**config.mk**
```make
export PLATFORM = sky130hd
export DESIGN_NAME = stopwatch_ctrl
export DESIGN_NICKNAME = d
export VERILOG_FILES = /design/src/rtl/stopwatch_ctrl.sv
export SDC_FILE = /design/constraint.sdc
export NUM_CORES = 1
export LEC_CHECK = 0
export BUFFER_PORTS_ARGS = -buffer_cell sky130_fd_sc_hd__clkbuf_2
export CAP_MARGIN = 20
export CELL_PAD_IN_SITES_DETAIL_PLACEMENT = 0
export CELL_PAD_IN_SITES_GLOBAL_PLACEMENT = 1
export CORE_ASPECT_RATIO = 0.9
export CORE_UTILIZATION = 29
export CTS_CLUSTER_DIAMETER = 60
export DETAILED_ROUTE_END_ITERATION = 8
export PLACE_DENSITY_LB_ADDON = 0.15
export SLEW_MARGIN = 5
export SYNTH_ARGS = -nofsm -noshare
export SYNTH_HDL_FRONTEND = slang
export SYNTH_SLANG_ARGS = --single-unit
```
**constraint.sdc**
```tcl
create_clock -name CLOCK_50 -period 6.3 [get_ports CLOCK_50]
set_clock_uncertainty 0.15 [all_clocks]
set_input_delay 0 -clock CLOCK_50 [delete_from_list [all_inputs] [get_ports CLOCK_50]]
set_output_delay 0 -clock CLOCK_50 [all_outputs]
set_load 0.05 [all_outputs]
```
**src/rtl/stopwatch_ctrl.sv**
```systemverilog
// Stopwatch control: debounces KEY[3:0] into press events and runs the IDLE/RUN/PAUSE/DELAY
// state machine that emits count ticks and clear pulses for the BCD counter datapath.
module stopwatch_ctrl #(
  parameter int CLK_HZ     = 50_000_000,
  parameter int TICK_HZ    = 10,
  parameter int DELAY_S    = 3,
  parameter int DEB_CYCLES = 1_000_000
) (
  input  logic       CLOCK_50,
  input  logic       rst_n,
  input  logic [3:0] KEY,
  input  logic       at_max,
  output logic       tick,
  output logic       clr,
  output logic       running,
  output logic [1:0] state,
  output logic [3:0] delay_left
);

  localparam logic [1:0] S_IDLE  = 2'd0;
  localparam logic [1:0] S_RUN   = 2'd1;
  localparam logic [1:0] S_PAUSE = 2'd2;
  localparam logic [1:0] S_DELAY = 2'd3;

  localparam int PRE_N = CLK_HZ / TICK_HZ;
  localparam int PRE_W = (PRE_N > 1) ? $clog2(PRE_N) : 1;
  localparam int SEC_W = (CLK_HZ > 1) ? $clog2(CLK_HZ) : 1;
  localparam int DEB_W = (DEB_CYCLES > 1) ? $clog2(DEB_CYCLES) : 1;

  localparam logic [PRE_W-1:0] PRE_MAX    = PRE_W'(PRE_N - 1);
  localparam logic [SEC_W-1:0] SEC_MAX    = SEC_W'(CLK_HZ - 1);
  localparam logic [DEB_W-1:0] DEB_MAX    = DEB_W'(DEB_CYCLES - 1);
  localparam logic [3:0]       DELAY_INIT = 4'(DELAY_S);

  logic [DEB_W-1:0] deb_cnt [4];
  logic [3:0]       key_deb;
  logic [3:0]       key_deb_d;
  logic [3:0]       press;
  logic             ev_clear;
  logic             ev_stop;
  logic             ev_start;
  logic             ev_delay;

  logic [PRE_W-1:0] pre;
  logic [PRE_W-1:0] pre_nx;
  logic [SEC_W-1:0] sec;
  logic [SEC_W-1:0] sec_nx;
  logic [1:0]       state_nx;
  logic [3:0]       left_nx;
  logic             tick_nx;
  logic             clr_nx;
  logic             pre_wrap;
  logic             sec_wrap;

  // A key's accepted level only flips after the raw level has disagreed for DEB_CYCLES cycles
  always_ff @(posedge CLOCK_50) begin
    if (!rst_n) begin
      key_deb   <= 4'hF;
      key_deb_d <= 4'hF;
      for (int i = 0; i < 4; i++) deb_cnt[i] <= '0;
    end else begin
      key_deb_d <= key_deb;
      for (int i = 0; i < 4; i++) begin
        if (KEY[i] != key_deb[i]) begin
          if (deb_cnt[i] == DEB_MAX) begin
            key_deb[i] <= KEY[i];
            deb_cnt[i] <= '0;
          end else begin
            deb_cnt[i] <= deb_cnt[i] + 1'b1;
          end
        end else begin
          deb_cnt[i] <= '0;
        end
      end
    end
  end

  assign press    = key_deb_d & ~key_deb;
  assign ev_clear = press[2];
  assign ev_stop  = press[1] & ~press[2];
  assign ev_start = press[0] & ~press[1] & ~press[2];
  assign ev_delay = press[3] & ~(|press[2:0]);

  assign pre_wrap = (state == S_RUN) && (pre == PRE_MAX);
  assign sec_wrap = (state == S_DELAY) && (sec == SEC_MAX);

  always_comb begin
    state_nx = state;
    pre_nx   = pre;
    sec_nx   = sec;
    left_nx  = delay_left;
    tick_nx  = 1'b0;
    clr_nx   = 1'b0;
    if (state == S_RUN) pre_nx = pre_wrap ? '0 : pre + 1'b1;
    if (state == S_DELAY) sec_nx = sec_wrap ? '0 : sec + 1'b1;

    if (ev_clear) begin
      state_nx = S_IDLE;
      pre_nx   = '0;
      sec_nx   = '0;
      left_nx  = 4'd0;
      clr_nx   = 1'b1;
    end else if (pre_wrap && at_max) begin
      // Overflow wins over any same-cycle key: show zero and stop
      state_nx = S_IDLE;
      pre_nx   = '0;
      clr_nx   = 1'b1;
    end else begin
      tick_nx = pre_wrap;
      if (sec_wrap) begin
        left_nx = delay_left - 4'd1;
        if (delay_left == 4'd1) begin
          state_nx = S_RUN;
          pre_nx   = '0;
        end
      end
      if (ev_stop && (state == S_RUN || state == S_DELAY)) begin
        state_nx = S_PAUSE;
        left_nx  = 4'd0;
      end else if (ev_start && (state == S_IDLE || state == S_PAUSE)) begin
        state_nx = S_RUN;
        if (state == S_IDLE) pre_nx = '0;
      end else if (ev_delay && (state == S_IDLE || state == S_PAUSE)) begin
        state_nx = S_DELAY;
        sec_nx   = '0;
        left_nx  = DELAY_INIT;
      end
    end
  end

  always_ff @(posedge CLOCK_50) begin
    if (!rst_n) begin
      state      <= S_IDLE;
      running    <= 1'b0;
      pre        <= '0;
      sec        <= '0;
      delay_left <= 4'd0;
      tick       <= 1'b0;
      clr        <= 1'b0;
    end else begin
      state      <= state_nx;
      running    <= (state_nx == S_RUN);
      pre        <= pre_nx;
      sec        <= sec_nx;
      delay_left <= left_nx;
      tick       <= tick_nx;
      clr        <= clr_nx;
    end
  end

endmodule

```
==> results by group, run 1 <==
Critical path
  – Worst EP required: 6420 ps
  – R2R Setup Slk: 3620 ps
  – Worst setup EP type: register
  – Crit path DAT: 2800 ps
  – Reg2reg end: pre[20]
  – Reg-to-reg startpoint: sec[7]
  – Worst Reg-to-Reg Cells: 5
  – Max stage delay on crit path: 740 ps
  – CP delay by family, top: simple AND/OR/NAND/NOR gates
  – Peak fanout along the critical path: 21
  – Worst setup SP type: register
  – Critical path, cell by cell: or4b_4 -> nor4_4 -> nand4_1 -> nand4_1 -> nor2_1
  – Worst path slowest cell: nand4_1
  – Bufs and invs on worst path: 0
  – Most frequent CP cell: nand4_1
  – Setup CP Type: register to register

Placement
  – Routability cong.: 0.710
  – Port Buffers: 15
  – Hpwl dp: 9960 um

Timing
  – Period Utilization, post-route: 0.425
  – RSZ-0062 raised after global routing: false
  – Setup-failing EPs final: 0
  – Slew @ Worst Pin: 985 ps
  – Setup TNS: 0 ps
  – FMAX: 374 MHz
  – Final Hold Viols: 0
  – Final Max Slew Viols: 0
  – Fin crit period: 2680 ps
  – Relative slew slack: 0.341

Clock network
  – H-tree levels: 4
  – Worst-path clk slew: 60 ps
  – Root Driver: clkbuf_16
  – Number of buffers created by CTS: 17
  – Skew-Pair Late Insertion Delay: 430 ps
  – Sink Count: 146
  – CTS resizes: 0
  – CTS tree: built
  – Max Buffers Root-to-Sink: 2

Final layout
  – # diodes: 0
  – Area growth syn-to-layout: 18.8%
  – Fin nets: 878
  – Ratio of cells with drive above 1 in the final layout: 0.0685

Min path
  – Hold Path Sink: pre[1]
  – Hold Startpoint: pre[1]
  – Tightest Hold Check Type: register to register
  – WHS Path Cells: 2

Power
  – Power per cell area: 245 mW/mm^2
  – P_sw: 504 uW
  – Leakage: 3.04 nW
  – Sw Ratio: 0.236
  – Clock share of power: 0.467
  – Final Power: 2.13 mW
  – Register share of total power: 0.499
  – Peak supply drop: 0.165 mV
  – Cell Int Power: 1.63 mW
  – Comb pwr share: 0.034

Global route
  – Largest net degree at the start of global routing: 25
  – Met2 Use GR: 0.173
  – Initial antenna violation count: 0
  – Vias in the first global route: 5021
  – Grt met3 use: 0.0313
  – Grt total ovfl: 0
  – First-pass GRT wire length: 25100 um
  – Met1 track demand over resource: 0.177
  – Layer carrying the most global-route usage: met1
  – Overall Global Routing Usage: 0.122

Logic synthesis
  – Synthesized area: 0.00734 mm^2
  – Synth Flop Type: edfxtp_1
  – Count of cell types in the netlist: 47
  – Syn_area_per_cell: 9.64 um^2
  – Area contributors post-synth: edfxtp_1 (33%), dfxtp_1 (18%), nor2_1 (8.5%)
  – Post-synthesis sequential area ratio: 0.507
  – Async set-reset flop share out of synthesis: 0
  – Number of synthesized flops with an enable pin: 80
  – YS warnings: 0
  – Syn Inst Count: 762
  – Post-synth top area share: 0.327
  – Synth Register Bits: 146
  – Cell taking the most area after synthesis: edfxtp_1

Floorplan
  – Core box area: 0.0245 mm^2
  – Die Ht: 153 um
  – Chip width: 170 um
  – Initial Utilization: 0.299
  – Num rows: 54
  – I/O pin cnt: 16
  – Area of the die: 0.0260 mm^2

Drt
  – Total wire length: 14400 um
  – DRT Pass-1 Iters: 4
  – Routed length per placed instance: 11.9 um
  – DR iter-0 viols: 332
  – # DRC: 0
  – Vias: 5247
  – Number of antenna-violating nets in the routed design: 0
  – Via density: 4.33

Run
  – Max-Cap Viols: 0

Status
  – Outcome: completed
## cells by family after synthesis
group | Yosys count | share of synthesized area
adders and majority gates | 8 | 0.0136
and+or+nand+nor | 425 | 0.288
xor gates and xnor gates | 124 | 0.148
DFF | 146 | 0.507
buffers and inverters | 40 | 0.0230
muxes | 5 | 0.00750
other | 1 | 0.000511
AOI/OAI and AO/OA | 13 | 0.0123
## per-layer routing
| layer | wire, um | share of wire | vias to the layer above |
|---|---|---|---|
| li1 | - | - | 2774 |
| met1 | 7840 | 0.54 | 2420 |
| met2 | 5980 | 0.42 | 38 |
| met3 | 375 | 0.026 | 15 |
| met4 | 204 | 0.014 | 0 |
| met5 | 0 | 0 | - |
## worst min-delay path: cells and delay by family, from the launching register on
kind	cells	cell delay, ps
and+or+nand+nor	1	60
AOI/OAI and AO/OA	1	50
DFF	1	330
## synthesized netlist by cell type (4+ instances only)
cell,count
buf_2,6
and2_1,7
nand3_1,55
nor4b_1,6
or4_1,6
dfxtp_1,66
clkbuf_1,15
nor2b_1,6
mux2i_1,4
nand2_1,57
xnor2_1,58
inv_1,17
nor4_1,9
nor3_1,19
and3_1,13
xor2_1,66
nand4_1,41
a21oi_1,7
nor2_1,166
ha_1,8
edfxtp_1,80
nand2b_1,7
or3_1,4
and4_1,13
## power by group through the flow
stage / sequential (mW) / combinational, mW / clock (mW)
floorplan: 1.08 / 0.0586 / 0
global placement: 1.09 / 0.0705 / 0
detailed placement: 1.09 / 0.0703 / 0
CTS: 1.07 / 0.0736 / 1.04
global route: 1.07 / 0.0856 / 1.08
finish: 1.07 / 0.0723 / 0.996
## cells in the final DEF (no fill, tap or decap), types with 2 or more instances in the layout
master / netlist / routed
a21oi_1: 7 / 7
and2_1: 7 / 7
and3_1: 13 / 13
and3_2: 2 / 2
and4_1: 13 / 13
clkbuf_16: 0 / 19
clkbuf_2: 0 / 15
clkinv_4: 0 / 5
clkinvlp_4: 0 / 3
conb_1: 1 / 80
dfxtp_1: 66 / 66
dlygate4sd3_1: 0 / 10
edfxtp_1: 80 / 80
ha_1: 8 / 8
inv_1: 17 / 17
inv_6: 0 / 2
mux2i_1: 4 / 4
nand2_1: 57 / 57
nand2b_1: 7 / 7
nand3_1: 55 / 55
nand3b_1: 2 / 2
nand4_1: 41 / 41
nand4b_1: 2 / 2
nor2_1: 166 / 166
nor2b_1: 6 / 6
nor3_1: 19 / 19
nor4_1: 9 / 9
nor4b_1: 6 / 6
or3_1: 4 / 4
or4_1: 6 / 6
xnor2_1: 58 / 58
xor2_1: 66 / 66
## final cells by class
| cell class | instances | area [um^2] |
|---|---|---|
| fill | 2542 | 15800 |
| multi-input combinational | 655 | 3750 |
| sequential | 146 | 3720 |
| clock buffer | 20 | 489 |
| tap | 336 | 420 |
| timing repair buffer | 26 | 183 |
| clock inverter | 12 | 95.1 |
| inverter | 17 | 63.8 |
## sequential cells by signal, indices dropped and copies added, names as in the netlist
name        cells
key_deb_d       4
sec            26
pre            23
state           2
clr             1
deb_cnt        80
running         1
tick            1
key_deb         4
delay_left      4
## metrics by stage
stage | cell area [um^2] | setup slack (ps) | cells | util | hold WS (ps)
3_3_place_gp | 8040 | 3630 | 1170 | 0.328 | 124
6_report | 8720 | 3620 | 1212 | 0.356 | 328
2_1_floorplan | 7640 | 4100 | 841 | - | -24.9
4_1_cts | 8720 | 3540 | 1212 | 0.356 | 328
3_5_place_dp | 8040 | 3550 | 1170 | 0.328 | 126
5_1_grt | 8720 | 3370 | 1212 | 0.356 | 352
## repair_timing
action,CTS,global route
endpoints found under the hold margin,11,0
hold buffers,10,0
buffers inserted,0,0
## worst max-delay path by stage
stage | start | to | slack, ps | depth (start not counted)
after floorplan | state[1] | pre[18] | 4100 | 7
after global placement | sec[7] | pre[22] | 3630 | 5
after detailed placement | sec[7] | pre[20] | 3550 | 5
after CTS | sec[7] | pre[7] | 3540 | 5
after global routing | sec[7] | pre[19] | 3370 | 5
final | sec[7] | pre[20] | 3620 | 5
Power figures use the tool's default switching activity.
==> run 2, diff against run 1 <==
- clock period: 6.3 -> 2.77 ns (I/O delays scaled with it)
==> run 2 against run 1 <==
Sequential power increased by 130%. Flip-flop and latch count unchanged. Hold slack improved by 9.7 ps.
==> results by group, run 2 (synthesis results as in run 1) <==
Status
  – Outcome: completed

Placement
  – Dpl ws: 432 ps (-3120 ps)
  – Routability cong.: 0.744 (+4.8%)
  – Port Buffers: 15 (unchanged)
  – Area post-placement: 0.00814 mm^2 (+1.3%)
  – Hpwl dp: 10200 um (+2.7%)

Floorplan
  – Num rows: 54 (unchanged)
  – I/O pin cnt: 16 (unchanged)
  – Initial Utilization: 0.299 (unchanged)
  – Area of the die: 0.0260 mm^2 (unchanged)
  – Core box area: 0.0245 mm^2 (unchanged)
  – Chip width: 170 um (unchanged)
  – Die Ht: 153 um (unchanged)

Timing
  – Setup-failing EPs final: 0 (unchanged)
  – WHS: 338 ps (+9.73 ps)
  – Setup TNS: 0 ps (unchanged)
  – Relative slew slack: 0.654 (+0.313)
  – Slew @ Worst Pin: 514 ps (-472 ps)
  – RSZ-0062 raised after global routing: false
  – Period Utilization, post-route: 0.893 (+0.469)
  – Fin crit period: 2470 ps (-201 ps)
  – Smallest setup slack after layout: 295 ps (-3330 ps)
  – Final Max Slew Viols: 0 (unchanged)
  – FMAX: 404 MHz (+8.1%)
  – Final Hold Viols: 0 (unchanged)

Global route
  – Vias in the first global route: 4872 (-3.0%)
  – Grt total ovfl: 0 (unchanged)
  – Largest net degree at the start of global routing: 25 (unchanged)
  – Initial antenna violation count: 0 (unchanged)
  – Overall Global Routing Usage: 0.121 (-0.00105)
  – First-pass GRT wire length: 24800 um (-1.3%)

Clock network
  – Skew-Pair Late Insertion Delay: 430 ps (about the same)
  – Max Buffers Root-to-Sink: 2 (unchanged)
  – CTS tree: built
  – Worst-path clk slew: 60 ps (about the same)
  – H-tree levels: 4 (unchanged)
  – Sink Count: 146 (unchanged)
  – Root Driver: clkbuf_16
  – Number of buffers created by CTS: 17 (unchanged)

Final layout
  – Ratio of cells with drive above 1 in the final layout: 0.0811 (+0.0126)
  – Design Area, Final: 0.00886 mm^2 (+1.6%)
  – Post-layout util: 0.361 (+0.00582)
  – Biggest regs: deb_cnt (80), sec (26), pre (23)
  – # diodes: 0 (unchanged)
  – Max FFs per register: 80 (unchanged)
  – Fin nets: 890 (+1.4%)
  – Commonest non-fill, non-tap cells in the layout: nor2_1 (166), edfxtp_1 (80), conb_1 (80)
  – Area growth syn-to-layout: 20.7%
  – Most common cell after layout, fill and taps aside: nor2_1
  – Top reg by flops: deb_cnt

Power
  – Power per cell area: 568 mW/mm^2 (+130%)
  – Peak supply drop: 0.374 mV (+130%)
  – Leakage: 3.13 nW (+3.0%)

Drt
  – DR iter-0 viols: 286 (-14%)
  – # DRC: 0 (unchanged)
  – Total wire length: 14700 um (+1.9%)
  – DRT Pass-1 Iters: 4 (unchanged)
  – Number of antenna-violating nets in the routed design: 0 (unchanged)
  – Vias: 5262 (+0.29%)
  – Routed length per placed instance: 12.0 um (+0.87%)
  – Via density: 4.30 (-0.70%)

Critical path
  – Worst EP required: 2930 ps (-3490 ps)
  – Worst setup EP type: register
  – Setup CP Type: register to register
  – Worst setup SP type: register
  – Crit path DAT: 2630 ps (-170 ps)
  – Peak fanout along the critical path: 3 (-86%)

Min path
  – Tightest Hold Check Type: register to register

Run
  – Max-Cap Viols: 0 (unchanged)
-- run 2: changes by cell type in the layout (fill, tap and decap cells not counted) --
cell	change
buf_4	+11
clkbuf_16	-1
clkinv_4	-3
clkbuf_8	+3
inv_4	+1
inv_6	-1
buf_12	+1
bufinv_16	+2
clkinvlp_4	-1
-- run 2: final timing paths --
check                 startpoint          to  slack (ps)  cells after the start
setup / recovery  deb_cnt[0][13]  key_deb[0]         300                      6
hold / removal            pre[1]      pre[1]         340                      2
hold reg to reg           pre[1]      pre[1]         340                      2
setup reg to reg  deb_cnt[0][13]  key_deb[0]         300                      6
-- run 2: what timing repair did --
action                                 in CTS  in global routing
buffers inserted                            0                  0
hold buffers                               10                  0
endpoints found under the hold margin      11                  0
gates resized for setup                     0                  0
-- run 2: critical path, stage by stage, from the launching register on --
cell and delay (ps):
edfxtp_1 440, or4_1 530, nor4_1 270, nand3_1 180
mux2i_1 190, nand2_1 60, dlygate4sd3_1 550
-- run 2: area by class of cell --
| class | instances | area, um^2 |
|---|---|---|
| fill | 2590 | 15700 |
| multi-input combinational | 655 | 3750 |
| sequential | 146 | 3720 |
| clock buffer | 22 | 505 |
| tap | 336 | 420 |
| timing repair buffer | 38 | 285 |
| clock inverter | 10 | 119 |
| inverter | 17 | 63.8 |
-- run 2: report_power, final --
group          switching [mW]  internal, mW
clock network           0.953          1.48
logic                   0.103        0.0739
registers              0.0705          2.35
-- run 2: stage by stage --
| step | power, mW | std cells |
|---|---|---|
| floorplan | 2.58 | 841 |
| finish | 5.04 | 1224 |
| CTS | 5.12 | 1224 |
| global route | 5.23 | 1224 |
| global placement | 2.64 | 1182 |
| detailed placement | 2.64 | 1182 |
-- run 2: routing by layer --
metal / part of all wire / global-route usage / vias to the layer above
li1: - / - / 2805
met1: 0.55 / 0.175 / 2398
met2: 0.41 / 0.169 / 45
met3: 0.027 / 0.0324 / 14
met4: 0.015 / 0.0450 / 0
met5: 0 / 0 / -
==> run 3, diff against run 2 <==
- ABC_AREA: default -> 1
==> run 3 against run 2 <==
Register-to-register slack improved by 170 ps. Area after synthesis increased by 13%. Combinational power increased by 17%. Hold slack got worse by 34 ps. Cell count increased by 26%. Non-clock buffer count decreased by 12. Critical endpoint is now key_deb[1].
==> results by group, run 3 <==
Floorplan
  – Core box area: 0.0280 mm^2 (+14%)
  – Chip width: 180 um (+6.1%)
  – Initial Utilization: 0.295 (-0.00412)
  – Area of the die: 0.0292 mm^2 (+12%)
  – Die Ht: 162 um (+6.1%)
  – Num rows: 58 (+7.4%)
  – I/O pin cnt: 16 (unchanged)

Placement
  – Hpwl dp: 14000 um (+37%)
  – Area post-placement: 0.00902 mm^2 (+11%)
  – Port Buffers: 15 (unchanged)
  – Routability cong.: 0.760 (+2.1%)

Drt
  – DRT Pass-1 Iters: 4 (unchanged)
  – Total wire length: 18600 um (+26%)
  – DR iter-0 viols: 430 (+50%)
  – # DRC: 0 (unchanged)
  – Vias: 6720 (+28%)
  – Via density: 4.36 (+1.4%)
  – Number of antenna-violating nets in the routed design: 0 (unchanged)
  – Routed length per placed instance: 12.0 um (+0.46%)

Logic synthesis
  – Async set-reset flop share out of synthesis: 0 (unchanged)
  – Syn_area_per_cell: 7.86 um^2 (-18%)
  – Number of synthesized flops with an enable pin: 80 (unchanged)
  – Syn Inst Count: 1053 (+38%)
  – YS warnings: 0 (unchanged)
  – Post-synthesis sequential area ratio: 0.450 (-0.0569)
  – Count of cell types in the netlist: 47 (unchanged)
  – Synthesized area: 0.00827 mm^2 (+13%)
  – Synth Register Bits: 146 (unchanged)
  – Synth Flop Type: edfxtp_1
  – Post-synth top area share: 0.290 (-0.0367)
  – Area contributors post-synth: edfxtp_1 (29%), dfxtp_1 (16%), nand2_1 (9.5%)
  – Post-synth top cells: nand2_1 (210), nor2_1 (174), inv_1 (133)
  – Cell taking the most area after synthesis: edfxtp_1
  – Most numerous cell in the Yosys netlist: nand2_1

Critical path
  – Worst EP required: 2930 ps (about the same)
  – Bufs and invs on worst path: 3 (+2)
  – Reg-to-reg startpoint: deb_cnt[1][0]
  – Peak fanout along the critical path: 5 (+2)
  – Worst setup EP type: register
  – Worst path slowest cell: dlygate4sd3_1
  – CP delay by family, top: buffers and inverters
  – Setup CP Type: register to register
  – Reg2reg end: key_deb[1]
  – Worst Reg-to-Reg Cells: 9 (+3)
  – Worst setup SP type: register
  – Critical path, cell by cell: ha_1 -> nand2_1 -> inv_1 -> nand4_1 -> inv_1 -> nand4_1 -> nand2_1 -> o211ai_1 -> dlygate4sd3_1
  – Max stage delay on crit path: 570 ps (+20 ps)
  – R2R Setup Slk: 460 ps (+170 ps)
  – Crit path DAT: 2470 ps (-160 ps)

Power
  – Power per cell area: 528 mW/mm^2 (-7.1%)
  – Leakage: 3.85 nW (+23%)
  – Peak supply drop: 0.424 mV (+13%)
  – Final Power: 5.14 mW (+2.1%)

Clock network
  – Sink Count: 146 (unchanged)
  – CTS tree: built
  – Skew-Pair Late Insertion Delay: 430 ps (about the same)
  – Max Buffers Root-to-Sink: 2 (unchanged)
  – H-tree levels: 4 (unchanged)
  – Root Driver: clkbuf_16
  – Number of buffers created by CTS: 17 (unchanged)
  – CTS resizes: 0 (unchanged)
  – Worst-path clk slew: 70 ps (about the same)
  – Post-CTS Setup Bufs: 0 (unchanged)

Final layout
  – Most common cell after layout, fill and taps aside: nand2_1
  – Commonest non-fill, non-tap cells in the layout: nand2_1 (210), nor2_1 (174), inv_1 (133)
  – Area of the multi-input gates: 0.00424 mm^2 (+13%)
  – Biggest regs: deb_cnt (80), sec (26), pre (23)
  – Ratio of cells with drive above 1 in the final layout: 0.0931 (+0.0121)
  – Area growth syn-to-layout: 17.8%
  – # diodes: 0 (unchanged)
  – Max FFs per register: 80 (unchanged)
  – Sequential cell area: 0.00372 mm^2 (unchanged)
  – Design Area, Final: 0.00975 mm^2 (+10%)
  – Fill cells: 2991 (+15%)
  – Fin nets: 1183 (+33%)
  – Top reg by flops: deb_cnt

Timing
  – Setup TNS: 0 ps (unchanged)
  – Period Utilization, post-route: 0.832 (-0.0612)
  – RSZ-0062 raised after global routing: false
  – Fin crit period: 2310 ps (-170 ps)
  – FMAX: 434 MHz (+7.4%)
  – Final Max Slew Viols: 0 (unchanged)
  – Final Hold Viols: 0 (unchanged)
  – Setup-failing EPs final: 0 (unchanged)

Global route
  – Initial antenna violation count: 0 (unchanged)
  – Grt total ovfl: 0 (unchanged)
  – First-pass GRT wire length: 32000 um (+29%)
  – Overall Global Routing Usage: 0.137 (+0.0158)
  – Vias in the first global route: 6555 (+35%)
  – Largest net degree at the start of global routing: 25 (unchanged)

Status
  – Outcome: completed

Min path
  – Tightest Hold Check Type: input port to register
  – Hold Startpoint: rst_n
  – Hold Path Sink: key_deb_d[2]
  – WHS Path Cells: 3 (+1)

Run
  – Max-Cap Viols: 0 (unchanged)
run 3: cell types whose count changed in the layout (fill, tap and decap cells not counted), moves of 26 or more:
cell | before | now
a21oi_1 | 7 | 44
inv_1 | 17 | 133
nand2_1 | 57 | 210
nor3_1 | 19 | 45
xnor2_1 | 58 | 17
xor2_1 | 66 | 35
run 3: layout make-up:
class | count | area share
Clock buffer | 18 | 0.0440
Clock inverter | 14 | 0.0207
Inverter | 138 | 0.0534
Multi-Input combinational cell | 839 | 0.435
Sequential cell | 146 | 0.382
Tap cell | 360 | 0.0462
Timing Repair Buffer | 26 | 0.0187
run 3: cell families after synthesis:
family,after synthesis,synth area share
fa+ha+maj,8,0.0121
other cells,1,0.000453
buf+inv,147,0.0731
compound gates,71,0.0467
flops,146,0.450
xor+xnor,52,0.0551
simple gates,628,0.362
run 3: metrics by stage:
step           instances  setup slack (ps)  hold slack (ps)  utilization
3_3_place_gp        1499               633              164        0.322
4_1_cts             1541               451              304        0.348
2_1_floorplan       1132               770             4.38            -
5_1_grt             1541               228              326        0.348
3_5_place_dp        1499               571              161        0.322
6_report            1541               465              304        0.348
run 3: worst max-delay path by stage:
stage | start | endpoint | slack, ps | depth (start not counted)
after floorplan | state[0] | pre[21] | 770 | 8
after global placement | deb_cnt[0][0] | deb_cnt[0][3] | 630 | 10
after detailed placement | deb_cnt[1][0] | deb_cnt[1][16] | 570 | 8
after CTS | deb_cnt[1][0] | key_deb[1] | 450 | 9
after global routing | deb_cnt[0][0] | key_deb[0] | 230 | 11
final | deb_cnt[1][0] | key_deb[1] | 460 | 9
run 3: what timing repair did:
action / CTS / global route
hold buffers: 10 / 0
endpoints found under the hold margin: 23 / 0
setup endpoints to repair: 0 / 0
run 3: report_power, final:
part	internal [mW]	total, mW	switching, mW
sequential	2.35	2.41	0.0619
combinational	0.0656	0.206	0.141
clock	1.52	2.52	1.00
run 3: layer usage:
metal | vias up | wire length [um] | GRT usage
li1 | 3615 | - | -
met1 | 3003 | 9590 | 0.184
met4 | 0 | 384 | 0.0517
met2 | 79 | 8050 | 0.216
met3 | 23 | 528 | 0.0289
met5 | - | 0 | 0
run 3: worst register-to-register path, delay by kind of cell (launching register included):
| family | cells | cell delay (ps) |
|---|---|---|
| fa+ha+maj | 1 | 200 |
| buf+inv | 3 | 780 |
| compound gates | 1 | 80 |
| simple gates | 4 | 560 |
| flops | 1 | 410 |
